===== src/rtl/athos_ip_obi_slave.sv =====
// OBI slave window: coefficient SRAM pass-through plus CTRL/STATUS/LEN/IE accelerator registers.
// Single-cycle response; MEM accesses stall (gnt_o=0) while the job runs. IRQ logic under ATHOS_IP_IRQ_EN.
module athos_ip_obi_slave #(
  parameter logic [31:0] BASE_ADDR = 32'h0000_0000,
  parameter logic [31:0] WIN_SIZE  = 32'h0020_0000,
  parameter int          MEM_AW    = 10,
  parameter logic [31:0] CTRL_OFF  = 32'h0010_0000
) (
  input  logic              clk_i,
  input  logic              rst_i,
  input  logic              req_i,
  output logic              gnt_o,
  input  logic [31:0]       addr_i,
  input  logic              we_i,
  input  logic [3:0]        be_i,
  input  logic [31:0]       wdata_i,
  output logic              rvalid_o,
  output logic [31:0]       rdata_o,
  output logic              mem_req_o,
  output logic              mem_we_o,
  output logic [3:0]        mem_be_o,
  output logic [MEM_AW-1:0] mem_addr_o,
  output logic [31:0]       mem_wdata_o,
  input  logic [31:0]       mem_rdata_i,
  output logic              start_o,
  output logic [MEM_AW:0]   len_o,
  input  logic              busy_i,
  input  logic              done_i,
  output logic              irq_o
);

  typedef enum logic [1:0] {ST_IDLE, ST_RUN, ST_DONE} state_e;

  localparam logic [31:0]     MEM_BYTES = 32'(4) << MEM_AW;
  localparam logic [MEM_AW:0] LEN_MAX   = {1'b1, {MEM_AW{1'b0}}};

  state_e            state_q, state_d;
  logic [MEM_AW:0]   len_q, len_d;
  logic              rvalid_q, rvalid_d;
  logic              rsel_mem_q, rsel_mem_d;
  logic [31:0]       rdata_q, rdata_d;
  logic              start_q, start_d;

  logic [31:0] offset;
  logic        in_win, sel_mem, sel_ctrl, sel_status, sel_len, sel_ie;
  logic        wr_acc, ctrl_start, status_clr, run_done;
  logic        irq_pend, ie_rd;
  logic [31:0] len_ext, len_wr;
  logic [MEM_AW:0] len_sat;

  assign offset     = addr_i - BASE_ADDR;
  assign in_win     = offset < WIN_SIZE;
  assign sel_mem    = in_win && (offset < MEM_BYTES);
  assign sel_ctrl   = in_win && !sel_mem && (offset == CTRL_OFF);
  assign sel_status = in_win && !sel_mem && (offset == CTRL_OFF + 32'h4);
  assign sel_len    = in_win && !sel_mem && (offset == CTRL_OFF + 32'h8);
  assign sel_ie     = in_win && !sel_mem && (offset == CTRL_OFF + 32'hC);

  // MEM is owned by the accelerator while a job runs, so the bus waits.
  assign gnt_o  = req_i && in_win && !rst_i && !(sel_mem && (state_q == ST_RUN));
  assign wr_acc = gnt_o && we_i;

  assign ctrl_start = wr_acc && sel_ctrl && be_i[0] && wdata_i[0];
  assign status_clr = wr_acc && sel_status && be_i[0] && wdata_i[1];
  assign run_done   = (state_q == ST_RUN) && done_i;

  assign mem_req_o   = gnt_o && sel_mem;
  assign mem_we_o    = we_i;
  assign mem_be_o    = be_i;
  assign mem_addr_o  = offset[MEM_AW+1:2];
  assign mem_wdata_o = wdata_i;

  always_comb begin
    len_ext = 32'(len_q);
    len_wr  = len_ext;
    for (int b = 0; b < 4; b++) begin
      if (be_i[b]) len_wr[8*b +: 8] = wdata_i[8*b +: 8];
    end
    len_sat = (len_wr > 32'(LEN_MAX)) ? LEN_MAX : len_wr[MEM_AW:0];
  end

  always_comb begin
    state_d    = state_q;
    len_d      = len_q;
    start_d    = 1'b0;
    rvalid_d   = gnt_o;
    rsel_mem_d = gnt_o && sel_mem && !we_i;
    rdata_d    = 32'h0;

    case (state_q)
      ST_IDLE: begin
        if (ctrl_start) begin
          state_d = ST_RUN;
          start_d = 1'b1;
        end
      end
      ST_RUN: begin
        if (run_done) state_d = ST_DONE;
      end
      ST_DONE: begin
        if (ctrl_start) begin
          state_d = ST_RUN;
          start_d = 1'b1;
        end else if (status_clr) begin
          state_d = ST_IDLE;
        end
      end
      default: state_d = ST_IDLE;
    endcase

    if (wr_acc && sel_len && (state_q != ST_RUN)) len_d = len_sat;

    // Register read data is captured at grant; MEM data arrives from the SRAM next cycle.
    if (gnt_o && !we_i) begin
      if (sel_status)
        rdata_d = {29'b0, irq_pend, state_q == ST_DONE, (state_q == ST_RUN) || busy_i};
      else if (sel_len)
        rdata_d = len_ext;
      else if (sel_ie)
        rdata_d = {31'b0, ie_rd};
    end
  end

  always_ff @(posedge clk_i) begin
    if (rst_i) begin
      state_q    <= ST_IDLE;
      len_q      <= '0;
      rvalid_q   <= 1'b0;
      rsel_mem_q <= 1'b0;
      rdata_q    <= 32'h0;
      start_q    <= 1'b0;
    end else begin
      state_q    <= state_d;
      len_q      <= len_d;
      rvalid_q   <= rvalid_d;
      rsel_mem_q <= rsel_mem_d;
      rdata_q    <= rdata_d;
      start_q    <= start_d;
    end
  end

`ifdef ATHOS_IP_IRQ_EN
  logic ie_q, ie_d, pend_q, pend_d;

  always_comb begin
    ie_d   = ie_q;
    pend_d = pend_q;
    if (status_clr) pend_d = 1'b0;
    if (run_done)   pend_d = 1'b1;
    if (wr_acc && sel_ie && be_i[0]) ie_d = wdata_i[0];
  end

  always_ff @(posedge clk_i) begin
    if (rst_i) begin
      ie_q   <= 1'b0;
      pend_q <= 1'b0;
    end else begin
      ie_q   <= ie_d;
      pend_q <= pend_d;
    end
  end

  assign irq_pend = pend_q;
  assign ie_rd    = ie_q;
  assign irq_o    = pend_q && ie_q;
`else
  assign irq_pend = 1'b0;
  assign ie_rd    = 1'b0;
  assign irq_o    = 1'b0;
`endif

  assign rvalid_o = rvalid_q;
  assign rdata_o  = !rvalid_q ? 32'h0 : (rsel_mem_q ? mem_rdata_i : rdata_q);
  assign start_o  = start_q;
  assign len_o    = len_q;

endmodule


===== config.mk =====
export PLATFORM = sky130hd
export DESIGN_NAME = athos_ip_obi_slave
export DESIGN_NICKNAME = d
export VERILOG_FILES = /design/src/rtl/athos_ip_obi_slave.sv
export SDC_FILE = /design/constraint.sdc
export NUM_CORES = 1
export LEC_CHECK = 0
export CORE_MARGIN = 3
export CORE_UTILIZATION = 32
export DETAILED_ROUTE_END_ITERATION = 8
export PLACE_DENSITY_LB_ADDON = 0.15
export RECOVER_POWER = 50
export SETUP_SLACK_MARGIN = 0.5
export SKIP_CTS_REPAIR_TIMING = 1
export SLEW_MARGIN = 30
export SYNTH_ARGS = -nofsm -noshare
export SYNTH_HDL_FRONTEND = slang
export SYNTH_SLANG_ARGS = --single-unit

===== constraint.sdc =====
create_clock -name clk_i -period 5.1 [get_ports clk_i]
set_input_delay 1.275 -clock clk_i [delete_from_list [all_inputs] [get_ports clk_i]]
set_output_delay 1.275 -clock clk_i [all_outputs]
set_load 0.05 [all_outputs]

==> impl_metrics.toml, run 1 <==
[drt]
post_drt_wl_per_cell_um = 14.69
via_count = 2290
route.detailed.vias_per_inst = 4.925
drcViolationCount = 0
drtPass1Iterations = 4
detail_route.iter0.violations = 42
ant_nets = 0
drt_wl_total_mm = 6.830

[timing]
finalCritPeriodShare_pct = 86.87
fin_worst_skew_ns = 0.008617
max_slew_margin_pct = 23.57
rsz0062_at_grt = "false"
worst-slew-pin-transition_ns = 1.132
finalHoldViolCount = 0
sum_neg_setup_slack_ns = 0
finalHoldWorstSlack_ns = 0.4979
final_period_minus_worst_setup_slack_ns = 4.430
setup_violations = 0
timing.fmax_mhz = 225.7
report.final.slew_viol_count = 0

[synth]
yosys.area.top_type = "dfxtp_1"
number_of_nets_produced_by_synthesis = 349
synthArstFlopShare_pct = 0
yosysWarningCount = 0
synthDistinctLibCells = 48
synth_edf_count = 0
synthesis.area_per_instance_um2 = 8.352
synth_seq_area_share_pct = 26.63
synth_top_area_share_pct = 26.63
syn-instance-count = 243
mappedNetlistArea_mm2 = 0.002029
synthFlopType = "dfxtp_1"
ys_top_cells_by_area = "dfxtp_1 27%, buf_4 18%, and3_1 7.1%"
yosys_register_bits = 27

[worst_setup_path]
wp_data_required_ns = 3.83
worst_ep_arrival_time_ns = 3.16
worstSetupEndpointType = "primary output"
cp_cell_sequence = "clkdlybuf4s50_1 > nor4_4 > nand4_4 > or3_2 > nor2_1 > buf_12"
setup_crit_path_kind = "in2out"
worst-path-max-fanout = 7
cp-start-kind = "primary input"
critPathTopFamily = "simple AND/OR/NAND/NOR gates"
path_buf_inv = 2
timing.critical_path.slowest_stage_cell = "or3_2"
crit_path_largest_cell_delay_ns = 0.52

[floorplanning]
chipHeight_um = 85.64
top_level_ports = 201
design.die.area_mm2 = 0.007333
coreArea_mm2 = 0.006026
die_width_um = 85.64
core.rowCount = 28
initial_utilization_pct = 33.68

[global_route]
first_global_vias = 2282
grt_usage_pct = 17.53
global_route_wire_length_before_repair_mm = 10.65
antenna_violations_before_repair = 0
global_route.overflow_total = 0
grt_max_degree = 34

[power]
p_leak_nw = 1.449
switching_share_pct = 32.21
p_seq_share_pct = 38.3
comb_power_share_pct = 40.0
peakVddDrop_v = 0.0001193
power_density_mw_per_mm2 = 145.4
pwr-share-clk_pct = 21.7
totalPowerFinal_w = 0.0005497
p_int_w = 0.0003727
power_switching_w = 0.0001771

[cts]
cts_tree = "yes"
clkSinkCount = 27
clk_path_buf_depth = 2
clock_latency_on_the_worst_skew_pair_ns = 0.27
clk_pin_slew_ns = 0.08
clock-root-buffer = "clkbuf_8"
clock_tree.htree_level_count = 1
cts_made_buffers = 3

[worst_hold_path]
hold_class = "reg2reg"

[placed_design]
dp.final_hpwl_mm = 5.944
portBuffers = 199
place.gp.congestion = 0.7932

[cells_and_area]
nets = 497
fill_count = 548
layout_commonest_cell = "clkdlybuf4s50_1"
area_growth_pct = 86.25
num_antenna_cells = 0
final_cell_mix = "161 x clkdlybuf4s50_1, 36 x dlygate4sd3_1, 26 x dfxtp_1"
final_layout_size_suffix_gt1_share_pct = 3.590

[status]
run_status = "finished, final reports clean"

[flow_run]
max-cap-violations = 0
layout make-up:
| type | count | area, µm² | share of cell area [%] |
|---|---|---|---|
| Tap cell | 75 | 93.84 | 2.483 |
| Inverter | 6 | 22.52 | 0.5958 |
| Clock inverter | 1 | 7.507 | 0.1986 |
| Multi-Input combinational cell | 153 | 1061 | 28.07 |
| Clock buffer | 3 | 41.29 | 1.092 |
| Sequential cell | 27 | 541.8 | 14.33 |
| Timing Repair Buffer | 200 | 2012 | 53.23 |
layer usage:
metal	GRT usage [%]	part of all wire [%]	up-vias
met5	0	0	-
met4	2.734	0.86	0
met3	5.572	12	4
met2	31.85	49	139
met1	20.42	38	1007
li1	-	-	1140
per-stage QoR:
stage | instance area (µm²) | setup WS [ns] | std cells | util (%)
global route | 3780 | 0.5473 | 465 | 62.73
finish | 3780 | 0.6697 | 465 | 62.73
floorplan | 2029 | 0.8755 | 243 | -
detailed placement | 3731 | 0.5402 | 461 | 61.92
global placement | 3730 | 0.5850 | 461 | 61.90
CTS | 3780 | 0.5364 | 465 | 62.73
synth_stat cells, drive strengths merged, types with 5 or more instances:
library cell / instances
buf: 51
dfxtp: 27
and3: 23
nor2b: 13
nor4: 13
mux2i: 12
nor2: 11
and2: 9
nor3: 8
a22o: 7
nand2: 7
clkbuf: 6
inv: 6
or4: 6
nand4: 5
power groups by stage:
stage | registers (W) | clock network (W) | logic [W]
global route | 0.000211 | 0.000133 | 0.000231
floorplan | 0.000216 | 0 | 0.000121
detailed placement | 0.000216 | 0 | 0.000225
CTS | 0.000211 | 0.000123 | 0.000225
global placement | 0.000216 | 0 | 0.000223
finish | 0.000211 | 0.000119 | 0.000220
registers in the layout (all words and copies together), names as in the netlist:
signal and count:
len_o 11, rdata_q 11, rvalid_o 1, start_o 1
state_q 2, rsel_mem_q 1
path summary, 6_finish.rpt:
kind,from,to,slack (ns),cells after the start
setup / recovery,addr_i[31],mem_req_o,0.67,6
hold / removal,len_o[0],rdata_q[0],0.50,2
hold reg to reg,len_o[0],rdata_q[0],0.50,2
setup reg to reg,len_o[0],len_o[1],2.76,5
tightest hold or removal path, cell delays in order (launching register included):
cell and delay, ns:
dfxtp_1 0.34, nand2_1 0.06, a21oi_1 0.05
kinds of logic after synthesis:
family | share of synthesized area [%]
simple gates | 34.59
buf+inv | 20.96
compound gates | 11.16
flops | 26.63
mux | 6.474
other cells | 0.1848
(Power assumes the default switching activity.)
==> inputs of run 2 (changes only) <==
- GPL_TIMING_DRIVEN: unset -> 0
==> impl_metrics.toml, run 2 (synthesis results as in run 1) <==
[worst_setup_path]
wp_data_required_ns = 3.83
cp-start-kind = "primary input"
worstSetupEndpointType = "primary output"
worst_ep_arrival_time_ns = 3.29
crit_path_largest_cell_delay_ns = 0.57
setup_crit_path_kind = "in2out"
timing.critical_path.slowest_stage_cell = "or3_2"
worst-path-max-fanout = 7
cp_cell_sequence = "clkdlybuf4s50_1 > nor4_4 > nand4_1 > or3_2 > nor2_1 > clkbuf_2"

[cts]
cts_made_buffers = 3
clkSinkCount = 27
clock_tree.htree_level_count = 1
clk_pin_slew_ns = 0.08
clk_path_buf_depth = 2
clock-root-buffer = "clkbuf_8"
cts_tree = "yes"
clock_latency_on_the_worst_skew_pair_ns = 0.27

[power]
power_density_mw_per_mm2 = 140.0
comb_power_share_pct = 42.8
p_leak_nw = 1.681
power_switching_w = 0.0001815
peakVddDrop_v = 0.0001109
pwr-share-clk_pct = 20.7
p_int_w = 0.0003943
switching_share_pct = 31.52
p_seq_share_pct = 36.6
totalPowerFinal_w = 0.0005758

[floorplanning]
design.die.area_mm2 = 0.007333
chipHeight_um = 85.64
top_level_ports = 201
die_width_um = 85.64
core.rowCount = 28
coreArea_mm2 = 0.006026
initial_utilization_pct = 33.68

[timing]
setup_violations = 0
timing.fmax_mhz = 219.0
finalHoldWorstSlack_ns = 0.5091
report.final.slew_viol_count = 0
finalCritPeriodShare_pct = 89.54
finalHoldViolCount = 0
sum_neg_setup_slack_ns = 0
max_slew_margin_pct = 16.94
rsz0062_at_grt = "true"
worst-slew-pin-transition_ns = 1.234
fin_worst_skew_ns = 0.01027
final_period_minus_worst_setup_slack_ns = 4.567

[cells_and_area]
final_cell_mix = "160 x clkdlybuf4s50_1, 48 x buf_4, 35 x dlygate4sd3_1"
nets = 551
fill_count = 515
layout.cell_area.non_filler_mm2 = 0.004114
num_antenna_cells = 0
final_layout_size_suffix_gt1_share_pct = 13.74
combined_area_of_the_multi_input_logic_cells_mm2 = 0.001039
area_growth_pct = 102.7
layout_commonest_cell = "clkdlybuf4s50_1"
register_area_um2 = 540.5

[global_route]
groute.layer.met3.usage_pct = 5.668
grt_busiest_layer = "met2"
global_route.overflow_total = 0
groute.layer.met2.usage_pct = 37.71
grt_usage_pct = 19.38
grt_max_degree = 16
first_global_vias = 2461
antenna_violations_before_repair = 0
global_route_wire_length_before_repair_mm = 11.54
groute.layer.met1.usage_pct = 20.16

[worst_hold_path]
hold_class = "reg2reg"

[placed_design]
placement.cell_area_mm2 = 0.004095
place.gp.congestion = 0.8153
dp.final_hpwl_mm = 6.541
portBuffers = 197

[drt]
ant_nets = 0
route.detailed.vias_per_inst = 4.836
via_count = 2510
detail_route.iter0.violations = 70
drt_wl_total_mm = 7.418
drcViolationCount = 0
drtPass1Iterations = 4
post_drt_wl_per_cell_um = 14.29

[flow_run]
max-cap-violations = 0

[status]
run_status = "finished, final reports clean"
[run 2: changes by cell type in the layout (fill, tap and decap cells not counted), sizes merged]
cell and change:
buf +49, clkbuf +7, clkdlybuf4s50 -1, clkinv +1, clkinvlp -1, dlygate4sd3 -1
[run 2: final timing paths]
check | startpoint | to | slack, ns | depth (start not counted)
worst max-delay path | addr_i[31] | mem_req_o | 0.53 | 6
worst min-delay path | len_o[0] | rdata_q[0] | 0.51 | 2
worst max register to register | state_q[0] | len_o[0] | 2.65 | 5
worst min register to register | len_o[0] | rdata_q[0] | 0.51 | 2
[run 2: cell type report]
cell class	count	area share (%)
clock inverter	1	0.1217
tap	75	2.281
clock buffer	3	1.004
inverter	6	0.5474
timing repair buffer	197	47.87
sequential	27	13.14
multi-input combinational	153	25.24
buffer	57	9.793
[run 2: worst max-delay path: cells and delay by family]
| kind | cells | cell delay [ns] |
|---|---|---|
| buffers and inverters | 2 | 0.73 |
| AND/OR/NAND/NOR | 4 | 1.29 |
[run 2: power groups by stage]
stage	logic, W	clock network [W]	registers, W
2_1_floorplan	0.000121	0	0.000216
3_3_place_gp	0.000249	0	0.000216
3_5_place_dp	0.000251	0	0.000216
4_1_cts	0.000252	0.000120	0.000211
5_1_grt	0.000259	0.000128	0.000211
6_report	0.000246	0.000119	0.000211
[run 2: routing by layer]
metal | vias to the layer above | share of wire, %
li1 | 1239 | -
met1 | 1115 | 36
met2 | 147 | 52
met3 | 9 | 11
met4 | 0 | 1.3
met5 | - | 0
[run 2: metrics by stage]
stage | worst slack (ns) | utilization (%) | cells
after floorplan | 0.8755 | - | 243
after global placement | 0.09384 | 67.96 | 515
after detailed placement | 0.06550 | 67.96 | 515
after CTS | 0.07134 | 68.73 | 519
after global routing | 0.3472 | 68.27 | 519
final | 0.5332 | 68.27 | 519
==> inputs of run 3 (changes only) <==
- GPL_ROUTABILITY_DRIVEN: unset -> 0
==> results of run 3 <==
No change in the layout: final DEF, timing and power equal those of run 2.
